===== src/rtl/board_io_ctrl.sv =====
// Board-level I/O conditioner: synchronised and debounced inputs with edge pulses,
// registered plain LEDs and phase-aligned per-channel PWM for RGB LEDs.
module board_io_ctrl #(
  parameter int unsigned NumLeds        = 4,
  parameter int unsigned NumRgb         = 4,
  parameter int unsigned NumInputs      = 8,
  parameter int unsigned DebounceCycles = 50000,
  parameter int unsigned PwmWidth       = 8,
  parameter int unsigned PwmPrescale    = 1,
  parameter bit          LedActiveLow   = 1'b0
) (
  input  logic                             clk_sys_i,
  input  logic                             rst_sys_ni,
  input  logic [NumInputs-1:0]             in_raw_i,
  output logic [NumInputs-1:0]             in_o,
  output logic [NumInputs-1:0]             in_rise_o,
  output logic [NumInputs-1:0]             in_fall_o,
  input  logic [NumLeds-1:0]               led_i,
  output logic [NumLeds-1:0]               led_o,
  input  logic                             pwm_en_i,
  input  logic [3*NumRgb*PwmWidth-1:0]     rgb_duty_i,
  output logic [3*NumRgb-1:0]              rgb_led_o
);

  localparam int unsigned NumCh = 3 * NumRgb;
  localparam int unsigned CntW  = $clog2(DebounceCycles + 1);
  localparam int unsigned PresW = (PwmPrescale > 1) ? $clog2(PwmPrescale) : 1;

  localparam logic [CntW-1:0]    CntMax  = CntW'(DebounceCycles - 1);
  localparam logic [PresW-1:0]   PresMax = PresW'(PwmPrescale - 1);
  localparam logic [NumLeds-1:0] LedOff  = {NumLeds{LedActiveLow}};
  localparam logic [NumCh-1:0]   RgbOff  = {NumCh{LedActiveLow}};

  // ---------------------------------------------------------------------------
  // Input synchroniser and debouncer
  // ---------------------------------------------------------------------------
  logic [NumInputs-1:0] sync1_q, sync2_q;
  logic [NumInputs-1:0] in_q, in_d;
  logic [NumInputs-1:0] rise_q, rise_d, fall_q, fall_d;
  logic [CntW-1:0]      cnt_q [NumInputs];
  logic [CntW-1:0]      cnt_d [NumInputs];

  always_comb begin
    in_d   = in_q;
    rise_d = '0;
    fall_d = '0;
    for (int unsigned i = 0; i < NumInputs; i++) begin
      cnt_d[i] = '0;
      // Any return to the accepted level (a bounce) leaves the count cleared.
      if (sync2_q[i] != in_q[i]) begin
        if (cnt_q[i] == CntMax) begin
          in_d[i]   = sync2_q[i];
          rise_d[i] = sync2_q[i];
          fall_d[i] = ~sync2_q[i];
        end else begin
          cnt_d[i] = cnt_q[i] + 1'b1;
        end
      end
    end
  end

  always_ff @(posedge clk_sys_i or negedge rst_sys_ni) begin
    if (!rst_sys_ni) begin
      sync1_q <= '0;
      sync2_q <= '0;
      in_q    <= '0;
      rise_q  <= '0;
      fall_q  <= '0;
      for (int unsigned i = 0; i < NumInputs; i++) begin
        cnt_q[i] <= '0;
      end
    end else begin
      sync1_q <= in_raw_i;
      sync2_q <= sync1_q;
      in_q    <= in_d;
      rise_q  <= rise_d;
      fall_q  <= fall_d;
      for (int unsigned i = 0; i < NumInputs; i++) begin
        cnt_q[i] <= cnt_d[i];
      end
    end
  end

  assign in_o      = in_q;
  assign in_rise_o = rise_q;
  assign in_fall_o = fall_q;

  // ---------------------------------------------------------------------------
  // Plain LEDs
  // ---------------------------------------------------------------------------
  logic [NumLeds-1:0] led_q;

  always_ff @(posedge clk_sys_i or negedge rst_sys_ni) begin
    if (!rst_sys_ni) begin
      led_q <= LedOff;
    end else begin
      led_q <= led_i ^ LedOff;
    end
  end

  assign led_o = led_q;

  // ---------------------------------------------------------------------------
  // RGB PWM
  // ---------------------------------------------------------------------------
  logic [PresW-1:0]    presc_q, presc_d;
  logic [PwmWidth-1:0] pwm_cnt_q, pwm_cnt_d;
  logic                en_q;
  logic [PwmWidth-1:0] shadow_q [NumCh];
  logic [NumCh-1:0]    rgb_q, rgb_d;
  logic [NumCh-1:0]    ch_on;
  logic                tick, run, period_start;

  // The first enabled cycle is itself a period start: counters stay at 0 and
  // the shadow duties load, so the first visible period is complete.
  assign run          = en_q & pwm_en_i;
  assign tick         = (presc_q == PresMax);
  assign period_start = (pwm_en_i & ~en_q) | (run & tick & (pwm_cnt_q == '1));

  always_comb begin
    presc_d   = '0;
    pwm_cnt_d = '0;
    if (run) begin
      presc_d   = tick ? '0 : presc_q + 1'b1;
      pwm_cnt_d = tick ? pwm_cnt_q + 1'b1 : pwm_cnt_q;
    end
  end

  always_comb begin
    for (int unsigned c = 0; c < NumCh; c++) begin
      ch_on[c] = (shadow_q[c] == '1) | (pwm_cnt_q < shadow_q[c]);
    end
    rgb_d = run ? (ch_on ^ RgbOff) : RgbOff;
  end

  always_ff @(posedge clk_sys_i or negedge rst_sys_ni) begin
    if (!rst_sys_ni) begin
      presc_q   <= '0;
      pwm_cnt_q <= '0;
      en_q      <= 1'b0;
      rgb_q     <= RgbOff;
      for (int unsigned c = 0; c < NumCh; c++) begin
        shadow_q[c] <= '0;
      end
    end else begin
      presc_q   <= presc_d;
      pwm_cnt_q <= pwm_cnt_d;
      en_q      <= pwm_en_i;
      rgb_q     <= rgb_d;
      if (period_start) begin
        for (int unsigned c = 0; c < NumCh; c++) begin
          shadow_q[c] <= rgb_duty_i[c*PwmWidth +: PwmWidth];
        end
      end
    end
  end

  assign rgb_led_o = rgb_q;

endmodule


===== config.mk =====
export PLATFORM = sky130hd
export DESIGN_NAME = board_io_ctrl
export DESIGN_NICKNAME = d
export VERILOG_FILES = /design/src/rtl/board_io_ctrl.sv
export SDC_FILE = /design/constraint.sdc
export NUM_CORES = 1
export LEC_CHECK = 0
export ABC_AREA = 0
export ABC_CLOCK_PERIOD_IN_PS = 2900
export CAP_MARGIN = 30
export CORE_UTILIZATION = 57
export DETAILED_ROUTE_END_ITERATION = 8
export PLACE_DENSITY = 0.89
export SLEW_MARGIN = 25
export SYNTH_ARGS = -nofsm -noshare
export SYNTH_HDL_FRONTEND = slang
export SYNTH_SLANG_ARGS = --single-unit

===== constraint.sdc =====
create_clock -name clk_sys_i -period 2.9 [get_ports clk_sys_i]
set_clock_uncertainty 0.1 [all_clocks]
set_input_delay 0.58 -clock clk_sys_i [delete_from_list [all_inputs] [get_ports clk_sys_i]]
set_output_delay 0.58 -clock clk_sys_i [all_outputs]
set_load 0.1 [all_outputs]

# After elaboration in Yosys (flattened, before gate mapping)
# Cells that the tools add are included.
[classes]
div_mod_pow = 0
n_lt_le_gt_ge = 12
n_mux = 53
mul = 0
n_reduce_logical = 8
n_eq_ne = 30
n_bitwise = 27
shift = 0
add_sub_neg = 10
[ops]
columns = ["operator", "count"]
rows = [
  ["two-way mux 16 bit", 16],
  ["adder 16 x 1 -> 16 bit, second input constant", 8],
  ["equality test 16 bit, second input constant", 8],
  ["equality test 8 bit, second input constant", 13],
  ["< comparator 8 bit", 12],
  ["two-way mux 1 bit", 34],
  ["two-way mux 8 bit", 2],
  ["AND reduction 2 bit", 8],
  ["OR 1 bit", 13],
  ["two-way mux 12 bit", 1],
  ["NOT 1 bit", 10],
  ["adder 8 x 1 -> 8 bit, second input constant", 1],
  ["!= test 1 bit", 8],
  ["bitwise AND 1 bit", 4],
  ["!= test 2 bit, second input constant", 1],
  ["adder 1 bit, second input constant", 1],
]
[word_totals]
latch_bits = 0
register_bits = 290
memories = 0
ram_bits = 0
out_inout_bits = 40
word_cells = 177
romBits = 0

# Longest topological paths before layout
# Gate-level depths: netlist (run 1).
[depth]
depth_word = 4
mapped_depth = 8
depth_no_buf = 6

# Worst setup path before layout (run 1)
# OpenSTA, ideal clock, no wires.
[synth_timing]
path_kind = "register to register"
from = "register pwm_cnt_q[1]"
to = "register shadow_q[48] (netlist name)"
path_stages_with_launch = 8
synth_period_minus_slack_ps = 2153
required_time_ps = 2675
arrival_ps = 1928
slack_ps = 747
cell_sequence = "dfrtp_1 ha_1 nand3_1 o21ai_1 and2_1 buf_2 buf_2 mux2_2"
[synth_between]
elab_chain_cells = 3
[synth_lines]
columns = ["item", "line", "source"]
rows = [
  ["start: declaration", "107", "logic [PwmWidth-1:0] pwm_cnt_q, pwm_cnt_d;"],
  ["start signal: assignment", "147", "pwm_cnt_q <= pwm_cnt_d;"],
  ["equality test 8 bit", "118", "assign period_start = (pwm_en_i & ~en_q) | (run & tick & (pwm_cnt_q == '1));"],
  ["bitwise AND 1 bit", "118", ""],
  ["OR 1 bit", "118", ""],
  ["end signal: indexed assignment", "152", "shadow_q[c] <= rgb_duty_i[c*PwmWidth +: PwmWidth];"],
  ["end: declaration", "109", "logic [PwmWidth-1:0] shadow_q [NumCh];"],
]
# No other way between the ends.
# A chain may end at the register's enable or synchronous reset.

# Worst setup path in the final report (run 1)
[layout_timing]
from = "register pwm_cnt_q[5]"
to = "register rgb_q[5], in the netlist rgb_led_o[5]"
[layout_between]
elab_chain_cells = 3
[layout_lines]
columns = ["item", "line", "source"]
rows = [
  ["< comparator 8 bit", "131", "ch_on[c] = (shadow_q[c] == '1) | (pwm_cnt_q < shadow_q[c]);"],
  ["OR 1 bit", "131", ""],
  ["two-way mux 12 bit", "133", "rgb_d = run ? (ch_on ^ RgbOff) : RgbOff;"],
  ["net rgb_d[5]", "110", "logic [NumCh-1:0] rgb_q, rgb_d;"],
  ["end signal: assignment", "141", "rgb_q <= RgbOff;"],
  ["end signal: assignment", "149", "rgb_q <= rgb_d;"],
  ["end: declaration", "110", ""],
]
# The timed path passes the listed nets, and every way through them passes these cells.

==> results.json, run 1 <==
{
  "dpl-instance-area_sq_um": 16240,
  "syn_nets": 1643,
  "setup_tns_ps": 0,
  "rsz0062_at_grt": "false",
  "criticalPathCategory": "flop to flop",
  "synth_top_area_share_pct": 50.39,
  "first_iter_violations": 911,
  "post_drt_wl_per_cell_microns": 17.28,
  "relSlewSlack_pct": 41.94,
  "grt_max_degree": 87,
  "drt-pass1-iter-count": 5,
  "fp.dieH_microns": 160.7,
  "dpl.cell_count": 1894,
  "reg2reg_from": "pwm_cnt_q[5]$_DFF_PN0_",
  "final_common_cell": "dfrtp_1",
  "coreArea_sq_um": 24530,
  "first_global_vias": 11660,
  "critPathLaunch": "pwm_cnt_q[5]$_DFF_PN0_",
  "max_cap_violations": 0,
  "required_ps": 3190,
  "cts_root_buffer": "clkbuf_16",
  "numCtsBuffers": 30,
  "synth-seq-area-share_pct": 50.39,
  "grt_antenna_before_repair": 0,
  "power_frac_seq_pct": 46.4,
  "period_share_pct": 82.55,
  "async_flop_share_pct": 100.0,
  "post-place-ws_ps": 627.6,
  "syn_avg_cell_area_sq_um": 9.973,
  "ys.warnings.count": 0,
  "grt_pass1_wl_microns": 56530,
  "crit_arrival_ps": 2680,
  "fmaxAchievable_ghz": 0.4177,
  "design_area_sq_um": 17330,
  "io_pins": 151,
  "drt-total-wl_microns": 33700,
  "ant_nets": 0,
  "ff2ff_setup_slack_ps": 510,
  "ys_seq_elements": 289,
  "min_path_type": "primary input to flop",
  "overflow": 0,
  "setup_viol": 0,
  "ys.flop_type": "dfrtp_1",
  "dp_hpwl_microns": 23270,
  "vias": 11610,
  "vias_per_cell": 5.953,
  "final_cells": 1950,
  "syn_to_final_growth_pct": 20.77,
  "die-area_sq_um": 25820,
  "power_density_nw_per_um2": 551.1,
  "maxSlewViolCount": 0,
  "vdd_ir_drop_max_mv": 0.3947,
  "clkPwrFrac_pct": 42.9,
  "cts_max_path_buffers": 3,
  "grt_usage_pct": 26.71,
  "final_core_util_pct": 70.64,
  "fillers": 1735,
  "port-buffer-count": 150,
  "status": "completed",
  "drive_gt1_share_pct": 9.287,
  "synth_area_leaders": "dfrtp_1, ha_1, xnor2_1",
  "start_util_pct": 58.50,
  "reg2reg_to": "rgb_led_o[5]$_DFF_PN0_",
  "syn_inst": 1439,
  "switchingPower_mw": 2.333,
  "syn-cell-area_sq_um": 14350,
  "final_nets": 1807,
  "combPwrFrac_pct": 10.7,
  "setup.worst_path.end_class": "flop",
  "tightest_slew_ps": 871.0,
  "worstSetupStartpointType": "flop",
  "path_clk_slew_ps": 60,
  "holdWs_ps": 147.0,
  "worst-path-max-fanout": 10,
  "globalplace.congestion": 0.9303,
  "route.detailed.drc": 0,
  "cts_max_level": 1,
  "p_total_mw": 9.551,
  "layout_common_cells": "dfrtp_1, nor2_1, nand3_1",
  "switching_share_pct": 24.43,
  "yosysTopAreaCell": "dfrtp_1",
  "antenna_cells": 0,
  "ys_types": 42,
  "synth_edf_count": 0,
  "cts_tree": "yes",
  "rows": 57,
  "cts-resized-gates": 0,
  "cp-endpoint": "rgb_led_o[5]$_DFF_PN0_",
  "p_int_mw": 7.218,
  "hold_violations": 0,
  "die_w_microns": 160.7,
  "clk_latency_ps": 550,
  "timing.final.ws_setup_ps": 506.1,
  "power.leakage_nw": 7.594,
  "final.min_clock_period_ps": 2394,
  "clock-sinks": 289,
  "ff2ff_path_depth": 6
}
[cell type report]
class / instances / area (sq um) / area share (%)
inverters: 107 / 401.6 / 2.317
multi-input cells: 996 / 6528 / 37.66
clock buffers: 43 / 920.9 / 5.313
repair buffers: 179 / 1684 / 9.717
well taps: 324 / 405.4 / 2.339
flip-flops and latches: 289 / 7232 / 41.73
clock inverters: 12 / 160.2 / 0.9241
[metal layers]
| layer | vias to the layer above | wire length, microns | GRT usage, % | part of all wire (%) |
|---|---|---|---|---|
| met3 | 105 | 1979 | 3.900 | 5.9 |
| met1 | 5642 | 14030 | 34.99 | 42 |
| li1 | 5407 | - | - | - |
| met5 | - | 0 | 0 | 0 |
| met2 | 454 | 16440 | 45.08 | 49 |
| met4 | 0 | 1254 | 10.00 | 3.7 |
[cells by family (layout without fill, tap and decap cells)]
logic type      Yosys count  count (layout)  synth area share (%)
simple gates            618             618                 22.55
flops                   289             289                 50.39
buf+inv                 154             341                 4.211
compound gates          143             143                 5.684
xor+xnor                120             120                 7.323
fa+ha+maj                93              93                 8.108
mux                      22              22                 1.735
[worst max-delay path: stages, from the launching register on]
cell     delay, ps
dfrtp_1        680
buf_4          280
ha_1           270
and4_1         190
o21ai_0         70
nor3_1          90
o41ai_1        540
[repair_timing]
action / CTS / global route
hold buffers: 1 / 0
setup endpoints to repair: 0 / 0
endpoints found under the hold margin: 77 / 0
buffers inserted: 0 / 0
[worst min-delay path by stage]
stage | from | to | slack (ps) | cells past startpoint
after global placement | sync1_q[0]$_DFF_PN0_ | sync2_q[0]$_DFF_PN0_ | 230 | 0
after floorplan | rst_sys_ni | cnt_q[0]$_DFF_PN0_ | 180 | 0
after detailed placement | sync1_q[1]$_DFF_PN0_ | sync2_q[1]$_DFF_PN0_ | 230 | 0
after CTS | pwm_en_i | en_q$_DFF_PN0_ | 120 | 1
after global routing | pwm_en_i | en_q$_DFF_PN0_ | 140 | 1
final | pwm_en_i | en_q$_DFF_PN0_ | 150 | 1
[cell usage after synthesis (2+ instances only)]
cell       instances
nand3_1          128
nand2b_1          14
mux2i_1            2
a2111oi_0         12
or4_1              3
nor4_1            37
and3_1            22
xnor2_1           90
xor2_1            30
o21ai_0          100
nor2_1           155
nand4_1           71
nand4bb_1          2
o21ai_1            2
nor4bb_1          12
or3_1             23
mux2_2            19
and4_1             7
dfrtp_1          289
nor3b_1           16
ha_1              93
nor3_1            46
inv_1            107
buf_1              5
nand2_1           66
buf_2             15
clkbuf_1          26
a21oi_1           14
o221ai_1           2
nor4b_1            6
and4b_1            2
or4b_2             2
o41ai_1           12
[sequential cells by signal, indices dropped and copies added, names as in the netlist]
register,count
led_o,4
pwm_cnt_q,8
in_fall_o,8
en_q,1
shadow_q,96
sync2_q,8
cnt_q,128
sync1_q,8
in_o,8
in_rise_o,8
rgb_led_o,12
[power by group through the flow]
stage                     Clock, mW  Combinational, mW  Sequential [mW]
after CTS                      4.17               1.02             4.42
after global routing           4.34               1.13             4.45
after detailed placement          0               1.00             4.49
after global placement            0              0.955             4.48
after floorplan                   0              0.473             4.54
final                          4.10               1.02             4.43
(Power assumes the default switching activity.)
==> run 2: changes to the inputs <==
--- a/config.mk
+++ b/config.mk
@@ -6,7 +6,7 @@
 export NUM_CORES = 1
 export LEC_CHECK = 0
 export ABC_AREA = 0
-export ABC_CLOCK_PERIOD_IN_PS = 2900
+export ABC_CLOCK_PERIOD_IN_PS = 2400
 export CAP_MARGIN = 30
 export CORE_UTILIZATION = 57
 export DETAILED_ROUTE_END_ITERATION = 8
==> constraint.sdc (replaced) <==
create_clock -name clk_sys_i -period 2.4 [get_ports clk_sys_i]
set_clock_uncertainty 0.1 [all_clocks]
set_input_delay 0.48 -clock clk_sys_i [delete_from_list [all_inputs] [get_ports clk_sys_i]]
set_output_delay 0.48 -clock clk_sys_i [all_outputs]
set_load 0.1 [all_outputs]
==> results.json, run 2 (synthesized netlist as in run 1, its figures left out) <==
{
  "first_iter_violations": 985,
  "grt_pass1_wl_microns": 57870,
  "ant_nets": 0,
  "clock-sinks": 289,
  "port-buffer-count": 150,
  "vdd_ir_drop_max_mv": 0.5126,
  "final.min_clock_period_ps": 2090,
  "post-cts-setup-buffers": 0,
  "criticalPathCategory": "flop to flop",
  "vias": 11570,
  "post-place-ws_ps": 347.9,
  "cts_tree": "yes",
  "cts_root_buffer": "clkbuf_16",
  "first_global_vias": 11990,
  "route.detailed.drc": 0,
  "timing.final.ws_setup_ps": 309.5,
  "grt_usage_pct": 27.45,
  "drive_gt1_share_pct": 9.225,
  "power.leakage_nw": 7.602,
  "fp.dieH_microns": 160.7,
  "vias_per_cell": 5.932,
  "drt-pass1-iter-count": 5,
  "worst-path-max-fanout": 10,
  "post_drt_wl_per_cell_microns": 17.55,
  "setup.worst_path.end_class": "flop",
  "relSlewSlack_pct": 44.85,
  "fmaxAchievable_ghz": 0.4784,
  "start_util_pct": 58.50,
  "hold_violations": 0,
  "maxSlewViolCount": 0,
  "cts-resized-gates": 0,
  "min_path_type": "primary input to flop",
  "globalplace.congestion": 0.8853,
  "worstSetupStartpointType": "flop",
  "cp_top_family": "simple AND/OR/NAND/NOR gates",
  "io_pins": 151,
  "max_cap_violations": 0,
  "max_stage_delay_ps": 500,
  "tightest_slew_ps": 827.3,
  "power_density_nw_per_um2": 673.7,
  "largest_reg_flops": 128,
  "coreArea_sq_um": 24530,
  "numCtsBuffers": 30,
  "cts_max_path_buffers": 3,
  "final_common_cell": "dfrtp_1",
  "required_ps": 2740,
  "die-area_sq_um": 25820,
  "grt_antenna_before_repair": 1,
  "syn_to_final_growth_pct": 21.12,
  "crit_chain": "buf_4 -> ha_1 -> nand2_1 -> or3_1 -> nor3_1 -> o41ai_1",
  "cts_max_level": 1,
  "overflow": 0,
  "worst_path_max_delay_cell": "dfrtp_1",
  "crit_buf_inv": 1,
  "setup_tns_ps": 0,
  "regMostFlops": "cnt_q",
  "rsz0062_at_grt": "false",
  "setup_viol": 0,
  "rows": 57,
  "drt-total-wl_microns": 34240,
  "dp_hpwl_microns": 23520,
  "period_share_pct": 87.10,
  "final_nets": 1807,
  "final_core_util_pct": 70.85,
  "grt_max_degree": 85,
  "path_clk_slew_ps": 60,
  "status": "completed",
  "die_w_microns": 160.7,
  "ff2ff_setup_slack_ps": 310,
  "crit_arrival_ps": 2430,
  "clk_latency_ps": 560,
  "layout_common_cells": "dfrtp_1, nor2_1, nand3_1"
}
[run 2: changes by cell type in the layout (fill, tap and decap cells not counted)]
cell / change
clkbuf_1: +1
buf_4: -2
clkinv_2: -2
buf_12: +2
diode_2: +1
inv_6: +1
clkinvlp_4: +2
clkbuf_8: -4
bufinv_16: +2
[run 2: worst paths after layout]
check / cells after the start / endpoint / from
setup / recovery: 6 / rgb_led_o[10]$_DFF_PN0_ / pwm_cnt_q[6]$_DFF_PN0_
hold / removal: 3 / shadow_q[75]$_DFFE_PN0P_ / pwm_en_i
setup reg to reg: 6 / rgb_led_o[10]$_DFF_PN0_ / pwm_cnt_q[6]$_DFF_PN0_
hold reg to reg: 0 / sync2_q[7]$_DFF_PN0_ / sync1_q[7]$_DFF_PN0_
max in group asynchronous: 3 / shadow_q[69]$_DFFE_PN0P_ / rst_sys_ni
min in group asynchronous: 2 / rgb_led_o[4]$_DFF_PN0_ / rst_sys_ni
[run 2: through the flow]
stage	cells	hold slack [ps]	area, sq um	power (mW)
CTS	1950	152.7	17380	11.77
detailed placement	1894	234.7	16270	6.650
global route	1950	162.0	17380	12.13
global placement	1894	232.3	16270	6.574
floorplan	1439	84.41	14350	6.055
finish	1951	160.5	17380	11.71
[run 2: power by group]
part           switching (mW)  total, mW  leakage [nW]  internal (mW)
Sequential              0.202       5.35          3.79           5.15
Clock                    1.93       5.11         0.542           3.18
Combinational           0.745       1.25          3.27          0.501
[run 2: area by class of cell]
class,instances,area [sq um]
sequential,289,7232
fill,1718,7152
multi-input combinational,996,6528
timing repair buffer,179,1709
clock buffer,40,869.6
tap,324,405.4
inverter,107,401.6
clock inverter,15,234.0
antenna,1,2.502
[run 2: what timing repair did]
| action | in CTS | in global routing |
|---|---|---|
| hold buffers | 1 | 0 |
| endpoints found under the setup margin | 0 | 0 |
| endpoints found under the hold margin | 54 | 0 |
[run 2: metal layers]
| metal | share of wire [%] | global-route usage, % | up-vias |
|---|---|---|---|
| li1 | - | - | 5405 |
| met1 | 41 | 35.48 | 5629 |
| met2 | 49 | 46.64 | 441 |
| met3 | 6.5 | 3.719 | 98 |
| met4 | 3.6 | 11.30 | 0 |
| met5 | 0 | 0 | - |
[run 2: worst min-delay path: cells and delay by family]
| family | cells | cell delay (ps) |
|---|---|---|
| AOI/OAI and AO/OA | 1 | 70 |
| buffers and inverters | 1 | 140 |
| and+or+nand+nor | 1 | 80 |
==> run 3: changes to the inputs <==
--- a/config.mk
+++ b/config.mk
@@ -10,7 +10,9 @@
 export CAP_MARGIN = 30
 export CORE_UTILIZATION = 57
 export DETAILED_ROUTE_END_ITERATION = 8
+export MAX_ROUTING_LAYER = met4
 export PLACE_DENSITY = 0.89
+export SKIP_LAST_GASP = 1
 export SLEW_MARGIN = 25
 export SYNTH_ARGS = -nofsm -noshare
 export SYNTH_HDL_FRONTEND = slang
==> results.json, run 3 (synthesized netlist as in run 1, its figures left out) <==
{
  "cts-resized-gates": 0,
  "die_w_microns": 160.7,
  "grt_antenna_before_repair": 1,
  "post-cts-setup-buffers": 0,
  "grt_pass1_wl_microns": 56510,
  "overflow": 0,
  "met1_usage_pct": 34.85,
  "setup_viol": 0,
  "worstSetupStartpointType": "flop",
  "layout_common_cells": "dfrtp_1, nor2_1, nand3_1",
  "switchingPower_mw": 2.848,
  "p_int_mw": 8.245,
  "drive_gt1_share_pct": 9.287,
  "setup.worst_path.end_class": "flop",
  "fp.dieH_microns": 160.7,
  "worst-path-max-fanout": 13,
  "final_common_cell": "dfrtp_1",
  "grt_usage_pct": 27.63,
  "crit_arrival_ps": 2450,
  "clock-sinks": 289,
  "cts_tree": "yes",
  "maxSlewViolCount": 0,
  "min_path_type": "primary input to flop",
  "power_frac_seq_pct": 48.2,
  "globalplace.congestion": 0.9235,
  "vdd_ir_drop_max_mv": 0.5197,
  "switching_share_pct": 25.68,
  "combPwrFrac_pct": 11.1,
  "drt-total-wl_microns": 33870,
  "required_ps": 2720,
  "dp_hpwl_microns": 23280,
  "timing.final.ws_setup_ps": 268.6,
  "setup_tns_ps": 0,
  "tightest_slew_ps": 812.6,
  "path_clk_slew_ps": 60,
  "rsz0062_at_grt": "false",
  "final_nets": 1807,
  "fmaxAchievable_ghz": 0.4692,
  "first_iter_violations": 1019,
  "period_share_pct": 88.81,
  "rows": 57,
  "route.detailed.drc": 0,
  "numCtsBuffers": 30,
  "vias": 11610,
  "regMostFlops": "cnt_q",
  "final_core_util_pct": 70.30,
  "hold_violations": 0,
  "status": "completed",
  "cts_max_level": 1,
  "use_met3_pct": 3.900,
  "max_cap_violations": 0,
  "criticalPathCategory": "flop to flop",
  "clkPwrFrac_pct": 40.7,
  "relSlewSlack_pct": 45.83,
  "vias_per_cell": 5.950,
  "drt-pass1-iter-count": 5,
  "cts_root_buffer": "clkbuf_16",
  "start_util_pct": 58.50,
  "power_density_nw_per_um2": 643.2,
  "final.min_clock_period_ps": 2131,
  "busiest_layer": "met2",
  "port-buffer-count": 150,
  "grt_max_degree": 85,
  "clk_latency_ps": 550,
  "cts_max_path_buffers": 3,
  "largest_reg_flops": 128,
  "syn_to_final_growth_pct": 20.18,
  "ant_nets": 0,
  "cts_hold_buffers": 1,
  "power.leakage_nw": 7.529,
  "coreArea_sq_um": 24530,
  "post-place-ws_ps": 360.5,
  "io_pins": 151,
  "die-area_sq_um": 25820,
  "first_global_vias": 11700,
  "post_drt_wl_per_cell_microns": 17.36,
  "use_met2_pct": 46.14
}
## run 3: stage by stage
step                instances  area, sq um  hold WS, ps  power [mW]
global route             1951        17250        186.5       11.54
finish                   1951        17250        174.6       11.09
floorplan                1439        14350        84.41       6.055
detailed placement       1894        16250        234.7       6.636
global placement         1894        16250        233.2       6.565
CTS                      1950        17250        159.1       11.16
## run 3: worst paths after layout
check                      slack, ps                    from                       end  cells past startpoint
setup / recovery                 270  pwm_cnt_q[1]$_DFF_PN0_   rgb_led_o[10]$_DFF_PN0_                      5
min in group asynchronous        340              rst_sys_ni       cnt_q[14]$_DFF_PN0_                      2
setup reg to reg                 270  pwm_cnt_q[1]$_DFF_PN0_   rgb_led_o[10]$_DFF_PN0_                      5
hold / removal                   170                pwm_en_i  shadow_q[73]$_DFFE_PN0P_                      3
max in group asynchronous       1050              rst_sys_ni       in_o[1]$_DFFE_PN0P_                      3
hold reg to reg                  250    sync1_q[6]$_DFF_PN0_      sync2_q[6]$_DFF_PN0_                      0
## run 3: cell type report
cell class / count / area [sq um]
antenna: 1 / 2.502
inverter: 107 / 401.6
sequential: 289 / 7232
fill: 1739 / 7286
timing repair buffer: 179 / 1697
tap: 324 / 405.4
clock inverter: 14 / 88.84
clock buffer: 41 / 893.4
multi-input combinational: 996 / 6528
## run 3: metal layers
| layer | vias up | routed length [microns] |
|---|---|---|
| met5 | - | 0 |
| met1 | 5690 | 14050 |
| met4 | 0 | 1004 |
| li1 | 5398 | - |
| met3 | 82 | 2063 |
| met2 | 439 | 16760 |
## run 3: power by group through the flow
stage,Combinational [mW],Clock (mW),Sequential [mW]
final,1.23,4.52,5.35
after global routing,1.37,4.79,5.38
after CTS,1.23,4.59,5.34
after detailed placement,1.21,0,5.42
after global placement,1.16,0,5.41
after floorplan,0.572,0,5.48
## run 3: worst max-delay path, stage by stage (launching register included)
cell and delay, ps:
dfrtp_1 390, buf_4 220, ha_1 310, a2111oi_0 440
nor3_1 130, o41ai_1 410
